===== config.mk =====
export PLATFORM = sky130hd
export DESIGN_NAME = winograd_dot_ctrl
export DESIGN_NICKNAME = d
export VERILOG_FILES = /design/src/rtl/winograd_pkg.sv /design/src/rtl/winograd_dot_ctrl_unit.sv /design/src/rtl/winograd_dot_ctrl.sv
export SDC_FILE = /design/constraint.sdc
export NUM_CORES = 1
export LEC_CHECK = 0
export BUFFER_PORTS_ARGS = -buffer_cell sky130_fd_sc_hd__buf_2
export CORE_MARGIN = 1.5
export CORE_UTILIZATION = 45
export CTS_CLUSTER_DIAMETER = 120
export DETAILED_ROUTE_END_ITERATION = 10
export GPL_TIMING_DRIVEN = 0
export PLACE_DENSITY = 0.69
export SYNTH_ARGS = -nofsm -noshare
export SYNTH_HDL_FRONTEND = slang
export SYNTH_SLANG_ARGS = --single-unit

===== constraint.sdc =====
create_clock -name clk_i -period 15.6 [get_ports clk_i]
set_input_delay 2.34 -clock clk_i [delete_from_list [all_inputs] [get_ports clk_i]]
set_output_delay 2.34 -clock clk_i [all_outputs]
set_load 0.01 [all_outputs]

===== src/rtl/winograd_pkg.sv =====
// winograd_pkg
//   Shared types and width helpers for the winograd dot-product controller
//   and its pair-product datapath.
//   - ctrl_state_e : controller FSM states
//   - N_OPS        : operands per side in one beat
//   - out_size_f   : width of one datapath output lane
//   - acc_size_f   : accumulator width wide enough for max_beats full-scale beats
package winograd_pkg;

   typedef enum logic [1:0] {
      IDLE   = 2'd0,
      STREAM = 2'd1,
      DRAIN  = 2'd2,
      OUTPUT = 2'd3
   } ctrl_state_e;

   localparam int N_OPS = 8;

   function automatic int out_size_f(input int in_size_1);
      return 2 * (in_size_1 + 1) + 6;
   endfunction

   function automatic int acc_size_f(input int out_size, input int max_beats);
      return out_size + $clog2(max_beats) + 1;
   endfunction

endpackage


===== src/rtl/winograd_dot_ctrl_unit.sv =====
// winograd_dot_ctrl_unit
//   Winograd pair-product datapath, three register stages, free running.
//   Per pair k: p[k] = (a[2k+1] + b[2k]) * (a[2k] + b[2k+1]) (all signed).
//   out_o[0] = p[0] + p[1], out_o[1] = p[2] + p[3].
//   Ports:
//     clk_i, rst_ni : clock, asynchronous active-low reset
//     in_0_i        : 8 signed operands, side a
//     in_1_i        : 8 signed operands, side b
//     out_o         : 2 signed lanes, valid three edges after the input sample edge
module winograd_dot_ctrl_unit
   import winograd_pkg::*;
#(
   parameter  int IN_SIZE_0 = 8,
   parameter  int IN_SIZE_1 = 8,
   localparam int OUT_SIZE  = out_size_f(IN_SIZE_1)
) (
   input  logic                              clk_i,
   input  logic                              rst_ni,
   input  logic [N_OPS-1:0][IN_SIZE_0-1:0]   in_0_i,
   input  logic [N_OPS-1:0][IN_SIZE_1-1:0]   in_1_i,
   output logic [1:0][OUT_SIZE-1:0]          out_o
);

   localparam int SUM_W   = ((IN_SIZE_0 > IN_SIZE_1) ? IN_SIZE_0 : IN_SIZE_1) + 1;
   localparam int PROD_W  = 2 * SUM_W;
   localparam int N_PAIRS = N_OPS / 2;

   logic [N_OPS-1:0][IN_SIZE_0-1:0]  a_q;
   logic [N_OPS-1:0][IN_SIZE_1-1:0]  b_q;
   logic [N_PAIRS-1:0][SUM_W-1:0]    sa_d, sb_d, sa_q, sb_q;
   logic [N_PAIRS-1:0][PROD_W-1:0]   prod_s;
   logic [1:0][OUT_SIZE-1:0]         out_d, out_q;

   // Cross pair sums, products and lane reduction between the stage registers.
   always_comb begin
      sa_d   = '0;
      sb_d   = '0;
      prod_s = '0;
      for (int k = 0; k < N_PAIRS; k++) begin
         sa_d[k]   = SUM_W'($signed(a_q[2*k+1])) + SUM_W'($signed(b_q[2*k]));
         sb_d[k]   = SUM_W'($signed(a_q[2*k])) + SUM_W'($signed(b_q[2*k+1]));
         prod_s[k] = PROD_W'($signed(sa_q[k])) * PROD_W'($signed(sb_q[k]));
      end
      out_d[0] = OUT_SIZE'($signed(prod_s[0])) + OUT_SIZE'($signed(prod_s[1]));
      out_d[1] = OUT_SIZE'($signed(prod_s[2])) + OUT_SIZE'($signed(prod_s[3]));
   end

   // Three pipeline stages: operands, pair sums, reduced products.
   always_ff @(posedge clk_i or negedge rst_ni) begin
      if (!rst_ni) begin
         a_q   <= '0;
         b_q   <= '0;
         sa_q  <= '0;
         sb_q  <= '0;
         out_q <= '0;
      end else begin
         a_q   <= in_0_i;
         b_q   <= in_1_i;
         sa_q  <= sa_d;
         sb_q  <= sb_d;
         out_q <= out_d;
      end
   end

   assign out_o = out_q;

endmodule


===== src/rtl/winograd_dot_ctrl.sv =====
// winograd_dot_ctrl
//   Sequences one signed dot-product job of cfg_beats_i beats through the
//   winograd datapath, accumulates both output lanes of every valid beat and
//   returns a single result over valid/ready.
//   Ports:
//     clk_i, rst_ni          : clock, asynchronous active-low reset
//     clr_i                  : synchronous abort, overrides every other input
//     start_i, cfg_beats_i   : job start (IDLE only) and beat count (clamped to MAX_BEATS)
//     busy_o                 : controller not idle
//     in_valid_i, in_ready_o : operand beat handshake (ready only while streaming)
//     in_0_i, in_1_i         : beat operands
//     res_valid_o, res_ready_i, res_data_o : job result handshake and data
//     done_o                 : one-cycle pulse after the result handshake
module winograd_dot_ctrl
   import winograd_pkg::*;
#(
   parameter  int IN_SIZE_0  = 8,
   parameter  int IN_SIZE_1  = 8,
   parameter  int MAX_BEATS  = 16,
   parameter  int DP_LATENCY = 3,
   localparam int OUT_SIZE   = out_size_f(IN_SIZE_1),
   localparam int ACC_SIZE   = acc_size_f(OUT_SIZE, MAX_BEATS),
   localparam int CNT_W      = $clog2(MAX_BEATS + 1)
) (
   input  logic                             clk_i,
   input  logic                             rst_ni,
   input  logic                             clr_i,
   input  logic                             start_i,
   input  logic [CNT_W-1:0]                 cfg_beats_i,
   output logic                             busy_o,
   input  logic                             in_valid_i,
   output logic                             in_ready_o,
   input  logic [N_OPS-1:0][IN_SIZE_0-1:0]  in_0_i,
   input  logic [N_OPS-1:0][IN_SIZE_1-1:0]  in_1_i,
   output logic                             res_valid_o,
   input  logic                             res_ready_i,
   output logic [ACC_SIZE-1:0]              res_data_o,
   output logic                             done_o
);

   // Only the oldest in-flight tag set: its product is the last one still due.
   localparam logic [DP_LATENCY-1:0] TAIL_ONLY = DP_LATENCY'(1) << (DP_LATENCY - 1);

   ctrl_state_e                      state_q, state_d;
   logic [CNT_W-1:0]                 cnt_q, cnt_d;
   logic [DP_LATENCY-1:0]            tag_q, tag_d;
   logic [ACC_SIZE-1:0]              acc_q, acc_d;
   logic                             done_q, done_d;
   logic                             accept_s;
   logic [CNT_W-1:0]                 beats_s;
   logic [ACC_SIZE-1:0]              beat_sum_s;
   logic [N_OPS-1:0][IN_SIZE_0-1:0]  dp_0_s;
   logic [N_OPS-1:0][IN_SIZE_1-1:0]  dp_1_s;
   logic [1:0][OUT_SIZE-1:0]         dp_out_s;

   assign accept_s = (state_q == STREAM) && in_valid_i;
   assign beats_s  = (cfg_beats_i > CNT_W'(MAX_BEATS)) ? CNT_W'(MAX_BEATS) : cfg_beats_i;

   // Bubbles are injected as zero operands; their tag is 0 so they are never summed.
   assign dp_0_s = accept_s ? in_0_i : '0;
   assign dp_1_s = accept_s ? in_1_i : '0;

   winograd_dot_ctrl_unit #(
      .IN_SIZE_0 (IN_SIZE_0),
      .IN_SIZE_1 (IN_SIZE_1)
   ) u_unit (
      .clk_i  (clk_i),
      .rst_ni (rst_ni),
      .in_0_i (dp_0_s),
      .in_1_i (dp_1_s),
      .out_o  (dp_out_s)
   );

   assign beat_sum_s = ACC_SIZE'($signed(dp_out_s[0])) + ACC_SIZE'($signed(dp_out_s[1]));

   // Next-state logic: FSM, remaining-beat counter, tag shift register and accumulator.
   always_comb begin
      state_d = state_q;
      cnt_d   = cnt_q;
      tag_d   = (tag_q << 1'b1) | DP_LATENCY'(accept_s);
      acc_d   = tag_q[DP_LATENCY-1] ? (acc_q + beat_sum_s) : acc_q;
      done_d  = 1'b0;
      if (clr_i) begin
         state_d = IDLE;
         cnt_d   = '0;
         tag_d   = '0;
         acc_d   = '0;
      end else begin
         case (state_q)
            IDLE: begin
               if (start_i) begin
                  acc_d = '0;
                  if (beats_s == CNT_W'(0)) begin
                     state_d = OUTPUT;
                  end else begin
                     state_d = STREAM;
                     cnt_d   = beats_s;
                  end
               end else begin
                  state_d = IDLE;
               end
            end
            STREAM: begin
               if (accept_s) begin
                  cnt_d = cnt_q - CNT_W'(1);
                  if (cnt_q == CNT_W'(1)) begin
                     state_d = DRAIN;
                  end else begin
                     state_d = STREAM;
                  end
               end else begin
                  state_d = STREAM;
               end
            end
            DRAIN: begin
               // No new beats enter here, so the tail-only pattern marks the final product.
               if (tag_q == TAIL_ONLY) begin
                  state_d = OUTPUT;
               end else begin
                  state_d = DRAIN;
               end
            end
            OUTPUT: begin
               if (res_ready_i) begin
                  state_d = IDLE;
                  done_d  = 1'b1;
               end else begin
                  state_d = OUTPUT;
               end
            end
            default: begin
               state_d = IDLE;
            end
         endcase
      end
   end

   // State, counter, tags, accumulator and done pulse registers.
   always_ff @(posedge clk_i or negedge rst_ni) begin
      if (!rst_ni) begin
         state_q <= IDLE;
         cnt_q   <= '0;
         tag_q   <= '0;
         acc_q   <= '0;
         done_q  <= 1'b0;
      end else begin
         state_q <= state_d;
         cnt_q   <= cnt_d;
         tag_q   <= tag_d;
         acc_q   <= acc_d;
         done_q  <= done_d;
      end
   end

   assign busy_o      = (state_q != IDLE);
   assign in_ready_o  = (state_q == STREAM);
   assign res_valid_o = (state_q == OUTPUT);
   assign res_data_o  = acc_q;
   assign done_o      = done_q;

endmodule

==> results, run 1 <==
- The total area inside the core boundary comes to between 50000 and 60000 sq um.
- For this design the static power due to leakage is 15.89 nW.
- The depth of the worst register-to-register path is 21.
- The floorplan step set the die width to about 240 um.
- Dividing the detail-routed wire length by the instance count gives 16.20 um.
- The net count of the finished layout is 3486.
- After Yosys synthesis, XOR and XNOR cells account for about 4.2% of the synthesized area.
- The maximum resistive drop on vdd is roughly 100 uV.
- The number of hold violations in the final report was 0.
- The number of warning messages in the yosys log is 0.
- The HPWL after detailed placement is between 40000 and 50000 um.
- For this run, the leading register cell type out of synthesis is sky130_fd_sc_hd__dfrtp_1.
- The post-synthesis share of cell area spent on full adders, half adders and majority gates is 39.94%.
- Before antenna repair, the detailed router went through 5 iterations.
- For the final routed database, the setup TNS stands at 0 ps.
- The path category of the worst min-delay check is register to register.
- Setup repair after global routing left no endpoint under its margin.
- The total cell area at the placement stage is 28050 sq um.
- The final number of max-transition violations is 0.
- The number of filler instances in the final layout is 5165.
- The initialized floorplan defines 88 standard-cell rows.
- The number of unique standard cell types used by synthesis is between 70 and 80.
- The pin slew with the least headroom to its limit is 1087 ps.
- The buffer type at the clock tree root is sky130_fd_sc_hd__clkbuf_16.
- After clock tree synthesis, the flow added hold-fix buffers numbering 0.
- The maximum number of pins on one net before global-route repair is 122.
- For the final database, setup skew stands at 36.06 ps.
- The height of the chip is roughly 240 um.
- The flow ran to the end, and the final reports show no timing, DRC or antenna violations.
- After synthesis, the share of flip-flops with an asynchronous set or reset is between 90% and 100%.
- Clock latency on the worst-skew pair, taken at its later pin, is approximately 600 ps.
- The setup fix buffers added after clock tree synthesis is 0.
- The netlist area before placement is 26170 sq um.
- The total clock buffers created by CTS is 31.
- Counting instances, the worst hold path has a depth of 1.
- The remaining max-slew budget at the tightest pin is between 20% and 30%.
- In the routed design, unresolved DRC markers number 0.
- The first global-routing pass estimated 96640 um of wire.
- Of the available clock period, the critical path in the final layout requires 40.35%.
- Routability-driven placement finished with a final weighted congestion of 0.9158.
- The average instance in the mapped netlist occupies between 10 and 15 sq um.
- The upper clock frequency limit is 0.1589 GHz.
- The number of buffers on the longest clock path is 3.
- The number of global-route vias before repair is 19650.
- The final design area excluding fillers is 29190 sq um.
- The mean number of vias per cell is roughly 5.2.
- In this run the number of H-tree levels came out at 1.
- For the worst setup path, the data required time is 16040 ps.
- The post-synthesis register bit count is 278.
- In this run the power density over the cells is around 110 nW/um^2.
- Global routing used between 15 and 20% of the available tracks.
- STA classifies the critical path startpoint as a register.
- Data arrives at the worst endpoint at 6740 ps.
- Along the worst path, the maximum fanout reaches 9.
- The worst setup path is captured at a register.
- Synthesis handed over a netlist of 2518 instances.
- Clock-pin slew was measured on the worst setup and hold paths at 60 ps.
- After clock tree synthesis, the repair step resized 0 gates.
- The main combinational cell family by area after synthesis is adder cells.
- The critical path class is register to register.
- The post-route minimum period is 6294 ps.
- Compared with the post-synthesis result, the final layout area differs by 11.52%.
- After the first detailed-routing iteration, the DRC count stood at 1011.
- The fraction of final layout cells with drive strength greater than 1 is under 10%.
- The TritonCTS clock tree is done.
- The final layout contains routed wiring with a total length of 56930 um.
- The share of the yosys chip area belonging to registers is between 20% and 30%.
- In this run the tool buffered the top-level ports with 171 buffer cells.
- Detailed routing inserted a total of roughly 18000 vias.
- Setup violations remaining at the end of the flow were counted as 0.
- The share of synthesized area spent on multiplexers is 0.9035%.
- The effective utilization at floorplan is 45.45%.
- The initial antenna violation count was 0.
- The number of sinks driven by the clock tree is between 200 and 300.
- The synthesized netlist devotes 13.28% of its cell area to simple gates.
- The tool flagged a number of max-cap violations equal to 0.
- For this design the top-level I/O count stands at 172.
- The number of enable flip-flop cells after synthesis is 0.
- The number of antenna-violating nets in the routed design is 0.
- The die covers 59620 sq um.
- The synthesized netlist devotes 7.888% of its cell area to compound gates.
- The total congestion overflow after global routing is 0.
- Counting every net in the synthesized netlist gives around 3300.
[Yosys cell counts (4+ instances only)]
library cell / instances / share of area, %
sky130_fd_sc_hd__nand2b_1: 21 / 0.50
sky130_fd_sc_hd__o2111ai_1: 4 / 0.13
sky130_fd_sc_hd__a211oi_1: 19 / 0.54
sky130_fd_sc_hd__dfrtp_1: 278 / 27
sky130_fd_sc_hd__nor4_1: 4 / 0.096
sky130_fd_sc_hd__xnor2_1: 97 / 3.2
sky130_fd_sc_hd__and3_1: 136 / 3.3
sky130_fd_sc_hd__o21ai_0: 42 / 0.80
sky130_fd_sc_hd__nor2b_1: 13 / 0.31
sky130_fd_sc_hd__o21ai_1: 8 / 0.15
sky130_fd_sc_hd__o21bai_1: 19 / 0.54
sky130_fd_sc_hd__nand4_1: 4 / 0.096
sky130_fd_sc_hd__clkbuf_1: 67 / 0.96
sky130_fd_sc_hd__nand3_1: 22 / 0.42
sky130_fd_sc_hd__o211ai_1: 10 / 0.29
sky130_fd_sc_hd__ha_1: 269 / 13
sky130_fd_sc_hd__a211o_1: 5 / 0.17
sky130_fd_sc_hd__a21oi_1: 96 / 1.8
sky130_fd_sc_hd__inv_1: 427 / 6.1
sky130_fd_sc_hd__nor3_1: 23 / 0.44
sky130_fd_sc_hd__o22ai_1: 5 / 0.12
sky130_fd_sc_hd__a31oi_1: 4 / 0.096
sky130_fd_sc_hd__xor2_1: 30 / 1.0
sky130_fd_sc_hd__mux2i_1: 18 / 0.69
sky130_fd_sc_hd__a211oi_2: 4 / 0.19
sky130_fd_sc_hd__mux2_2: 5 / 0.22
sky130_fd_sc_hd__fa_1: 354 / 27
sky130_fd_sc_hd__nor4b_1: 4 / 0.13
sky130_fd_sc_hd__o21a_1: 11 / 0.32
sky130_fd_sc_hd__a21o_1: 36 / 1.0
sky130_fd_sc_hd__nand2_1: 169 / 2.4
sky130_fd_sc_hd__nor2_1: 96 / 1.4
sky130_fd_sc_hd__and2_1: 156 / 3.7
[layout make-up]
class	instances	area (sq um)	share of cell area (%)
Antenna cell	1	2.502	0.008574
Timing Repair Buffer	173	920.9	3.155
Clock buffer	43	910.9	3.121
Clock inverter	14	222.7	0.7631
Tap cell	765	957.2	3.279
Multi-Input combinational cell	1741	17340	59.42
Inverter	428	1607	5.504
Buffer	71	267.8	0.9174
Sequential cell	278	6957	23.84
[layout by cell type (no fill, tap or decap), drive strengths merged, types with 5 or more instances in the layout]
| cell type | instances |
|---|---|
| a211o | 5 |
| a211oi | 24 |
| a21o | 36 |
| a21oi | 98 |
| a31oi | 5 |
| and2 | 156 |
| and3 | 137 |
| buf | 177 |
| bufinv | 5 |
| clkbuf | 110 |
| dfrtp | 278 |
| fa | 354 |
| ha | 269 |
| inv | 431 |
| mux2 | 5 |
| mux2i | 18 |
| nand2 | 169 |
| nand2b | 21 |
| nand3 | 23 |
| nor2 | 96 |
| nor2b | 13 |
| nor3 | 23 |
| o211ai | 10 |
| o21a | 11 |
| o21ai | 50 |
| o21bai | 19 |
| o22ai | 5 |
| xnor2 | 97 |
| xor2 | 30 |
[power breakdown]
group	total (mW)	switching, mW	internal [mW]
Clock	0.790	0.300	0.491
Combinational	1.55	0.922	0.626
Sequential	0.850	0.0530	0.797
Total	3.19	1.28	1.91
[sequential cells by signal (all words and copies together) (netlist names)]
register,cells
u_unit.sb_q,36
u_unit.b_q,64
tag_q,3
cnt_q,5
u_unit.a_q,64
u_unit.sa_q,36
u_unit.out_o,38
res_data_o,29
state_q,2
done_o,1
[worst paths after layout]
check	startpoint	slack, ps	endpoint
max	u_unit.sa_q[14]$_DFF_PN0_	9310	u_unit.out_o[18]$_DFF_PN0_
min	u_unit.a_q[56]$_DFF_PN0_	470	u_unit.sa_q[27]$_DFF_PN0_
max reg2reg	u_unit.sa_q[14]$_DFF_PN0_	9310	u_unit.out_o[18]$_DFF_PN0_
min reg2reg	u_unit.a_q[56]$_DFF_PN0_	470	u_unit.sa_q[27]$_DFF_PN0_
max in group asynchronous	rst_ni	13040	u_unit.sa_q[13]$_DFF_PN0_
min in group asynchronous	rst_ni	1650	res_data_o[25]$_DFF_PN0_
[logic make-up after synthesis]
logic type	after synthesis
compound gates	304
xor+xnor	127
simple gates	664
buf+inv	499
fa+ha+maj	623
flops	278
mux	23
[routing by layer]
layer | GRT usage, % | wire length [um]
met1 | 26.19 | 24440
met4 | 5.156 | 1489
met3 | 3.161 | 3325
met2 | 34.40 | 27670
met5 | 0 | 0
[worst max-delay path, stage by stage, from the launching register on]
cell,delay [ps]
sky130_fd_sc_hd__dfrtp_1,320
sky130_fd_sc_hd__clkbuf_1,400
sky130_fd_sc_hd__nand2_1,170
sky130_fd_sc_hd__fa_1,570
sky130_fd_sc_hd__inv_1,60
sky130_fd_sc_hd__fa_1,450
sky130_fd_sc_hd__ha_1,310
sky130_fd_sc_hd__fa_1,490
sky130_fd_sc_hd__inv_1,50
sky130_fd_sc_hd__fa_1,460
sky130_fd_sc_hd__fa_1,490
sky130_fd_sc_hd__inv_1,40
sky130_fd_sc_hd__ha_1,260
sky130_fd_sc_hd__ha_1,350
sky130_fd_sc_hd__o21a_1,240
sky130_fd_sc_hd__a211oi_1,370
sky130_fd_sc_hd__o2111ai_1,210
sky130_fd_sc_hd__a31o_1,260
sky130_fd_sc_hd__a21o_1,200
sky130_fd_sc_hd__a21oi_2,180
sky130_fd_sc_hd__a21oi_1,100
sky130_fd_sc_hd__xnor2_1,130
[through the flow]
stage                     total power, mW  util, %  setup WS (ps)  hold WS, ps  cells
after detailed placement            2.396    48.71           9402        452.9   3456
final                               3.189    50.68           9306        470.3   3514
after CTS                           3.205    50.68           9331        471.9   3513
after global routing                3.440    50.68           9001        498.6   3513
after floorplan                     1.976        -          10020        443.0   2518
after global placement              2.332    48.60           7267        458.1   3454
Note: power is estimated with default switching activity, not from simulation.
==> inputs of run 2 (changes only) <==
==> constraint.sdc (replaced) <==
create_clock -name clk_i -period 6.5 [get_ports clk_i]
set_input_delay 0.975 -clock clk_i [delete_from_list [all_inputs] [get_ports clk_i]]
set_output_delay 0.975 -clock clk_i [all_outputs]
set_load 0.01 [all_outputs]
==> run 2 against run 1 <==
  * Total power up 140%
  * Final cell count down 0.17%
  * Maximum frequency up 1.1%
  * Clock skew down 5.2 ps
  * Critical endpoint unchanged
  * Combinational power up 140%
  * Clock power up 140%
  * Sequential cell count unchanged
  * Largest cell class unchanged
  * Routed wire length about the same
  * Setup slack worse by 9000 ps
  * Non-clock buffer count down 6
  * Critical path depth unchanged
==> results, run 2 (synthesis results as in run 1) <==
- The largest incremental delay on the critical path is 540 ps (-30 ps).
- The required arrival time at the worst endpoint is 6940 ps (-9100 ps).
- The placement row count was 88 (unchanged).
- The reg-to-reg setup timing slack came to 280 ps (-9030 ps).
- The endpoint arrival time on the critical path is 6670 ps (-70 ps).
- The worst hold path belongs to the class input pin to asynchronous set/reset pin.
- The standby leakage power is 15.88 nW (about the same).
- In the layout the commonest cells are sky130_fd_sc_hd__inv_1 (427), sky130_fd_sc_hd__fa_1 (354), sky130_fd_sc_hd__dfrtp_1 (278), sky130_fd_sc_hd__ha_1 (269), sky130_fd_sc_hd__buf_2 (171).
- The remaining max-slew budget at the tightest pin is 28.31% (+0.80 points).
- The maximum resistive drop on vdd is 241.7 uV (+140%).
- The net count reported at finish came to 3480 (-0.17%).
- The signal on the critical path passes through clkbuf_1, nand2_1, fa_1, inv_1, fa_1, ha_1, fa_1, inv_1, fa_1, fa_1, inv_1, ha_1, ha_1, o21a_1, a211oi_1, o2111ai_1, a31o_1, a21o_1, a21oi_2, a21oi_1, xnor2_1.
- The number of iterations in the first detailed-routing pass is 6 (+1).
- The buffer type at the clock tree root is sky130_fd_sc_hd__clkbuf_16.
- The critical path's slowest cell is sky130_fd_sc_hd__fa_1.
- The routability congestion estimate from global placement is 0.9158 (unchanged).
- The critical-path maximum fanout is 9 (unchanged).
- The total congestion overflow after global routing came to 0 (unchanged).
- The global router's overall resource usage is 19.96% (unchanged).
- The number of antenna-violating nets in the routed design was 0 (unchanged).
- The sum of negative setup slack is 0 ps (unchanged).
- The first-iteration detailed-routing DRC count was 951 (-5.9%).
- The final core utilization came to 50.65% (about the same).
- The upper clock frequency limit is 0.1607 GHz (+1.1%).
- The effective utilization at floorplan is 45.45% (unchanged).
- The height of the chip is 244.2 um (unchanged).
- The minimum hold slack is 284.0 ps (-186.3 ps).
- The cell with the most instances on the worst path is sky130_fd_sc_hd__fa_1.
- The final number of max-transition violations is 0 (unchanged).
- The count of placed standard cells in the final layout, fillers left out was 3508 (-0.17%).
- The power density over the cells is 262.4 nW/um^2 (+140%).
- The number of global-route vias before repair came to 19650 (unchanged).
- The total die area came to 59620 sq um (unchanged).
- The max-capacitance violation count is 0 (unchanged).
- The mean number of vias per cell was 5.175 (+0.29%).
- The flow ran to the end, and the final reports show no timing, DRC or antenna violations.
- The maximum number of pins on one net before global-route repair came to 122 (unchanged).
- The minimum setup slack in the final design is 275.4 ps (-9030 ps).
- The kind of launch point of the worst setup path is a register.
- The initial antenna violation count is 0 (unchanged).
- The number of port buffers was 171 (unchanged).
- The number of hold violations in the final report is 0 (unchanged).
- The clock transition at the register clock pins on the worst setup and hold paths after CTS was 50 ps (about the same).
- The number of vias after detailed routing is 18160 (+0.12%).
- The routed length per placed instance is 16.21 um (about the same).
- TritonCTS built the clock tree.
- The post-place setup slack is 301.8 ps (-9100 ps).
- The final worst-path cycle share is 95.76% (+55 points).
- The number of levels the H-tree was split into is 1 (unchanged).
- The library cell used most frequently in the layout, excluding fill and tap cells, is sky130_fd_sc_hd__inv_1.
- The wire length of the first global-routing pass is 96640 um (unchanged).
- The HPWL after detailed placement is 48230 um (unchanged).
- The setup violation total in the final timing report is 0 (unchanged).
- The critical path class is register to register.
- The die boundary width was 244.2 um (unchanged).
- The total power draw was 7.653 mW (+140%).
- The total clock buffers created by CTS is 31 (unchanged).
- The final routed DRC violation total is 0 (unchanged).
- The core box area is 57590 sq um (unchanged).
- The fraction of final layout cells with drive strength greater than 1 was 9.300% (+0.057 points).
- The worst-skew pair later-pin latency is 600 ps (about the same).
- The post-route minimum period came to 6225 ps (-69.70 ps).
- The area added between synthesis and finish is 11.44% (about the same).
- The final design area excluding fillers is 29170 sq um (about the same).
- The number of top-level design ports is 172 (unchanged).
- The worst-case clock skew is 30.91 ps (-5.155 ps).
- The final wirelength was 56870 um (about the same).
- The type of element capturing the critical path is a register.
- The total cell area at the placement stage is 28050 sq um (unchanged).
- Setup repair after global routing could not meet its margin everywhere.
- The number of buffers on the longest clock path came to 3 (unchanged).
- The pin slew with the least headroom to its limit is 1075 ps (-11.98 ps).
- The post-cts hold buffer count was 0 (unchanged).
- The cell total after placement is 3456 (unchanged).
- The number of sinks driven by the clock tree is 278 (unchanged).
## run 2: worst paths after layout
path / end / start / depth (start not counted)
min in group clk_i: u_unit.sa_q[27]$_DFF_PN0_ / u_unit.a_q[56]$_DFF_PN0_ / 1
max reg2reg: u_unit.out_o[18]$_DFF_PN0_ / u_unit.sa_q[13]$_DFF_PN0_ / 21
max in group asynchronous: u_unit.sa_q[13]$_DFF_PN0_ / rst_ni / 2
min reg2reg: u_unit.sa_q[27]$_DFF_PN0_ / u_unit.a_q[56]$_DFF_PN0_ / 1
max: u_unit.out_o[18]$_DFF_PN0_ / u_unit.sa_q[13]$_DFF_PN0_ / 21
min: res_data_o[25]$_DFF_PN0_ / rst_ni / 1
## run 2: what timing repair did
action                     CTS  global route
setup endpoints to repair    0             3
buffers inserted             0             0
gates resized for setup      0             2
## run 2: power by group
part	leakage (nW)	total, mW	internal [mW]	switching [mW]
registers	3.73	2.05	1.91	0.137
clock network	0.556	1.90	1.18	0.718
logic	11.6	3.71	1.50	2.21
## run 2: area by class of cell
type / instances / area (sq um)
fill: 5170 / 28420
multi-input combinational: 1741 / 17340
sequential: 278 / 6957
inverter: 428 / 1607
tap: 765 / 957.2
timing repair buffer: 173 / 920.9
clock buffer: 43 / 910.9
buffer: 65 / 246.5
clock inverter: 14 / 222.7
antenna: 1 / 2.502
## run 2: per-layer routing
| layer | share of wire (%) | up-vias | global-route usage [%] |
|---|---|---|---|
| li1 | - | 8490 | - |
| met1 | 43 | 9053 | 26.19 |
| met2 | 49 | 522 | 34.40 |
| met3 | 6.1 | 90 | 3.161 |
| met4 | 2.6 | 0 | 5.156 |
| met5 | 0 | - | 0 |
## run 2: critical path: cells and delay by family (launching register included)
family                   cells  cell delay (ps)
AO/OA/AOI/OAI                7             1570
XOR/XNOR                     1              130
adder cells (fa/ha/maj)      8             3350
buffers and inverters        4              550
flip-flops                   1              330
AND/OR/NAND/NOR              1              150
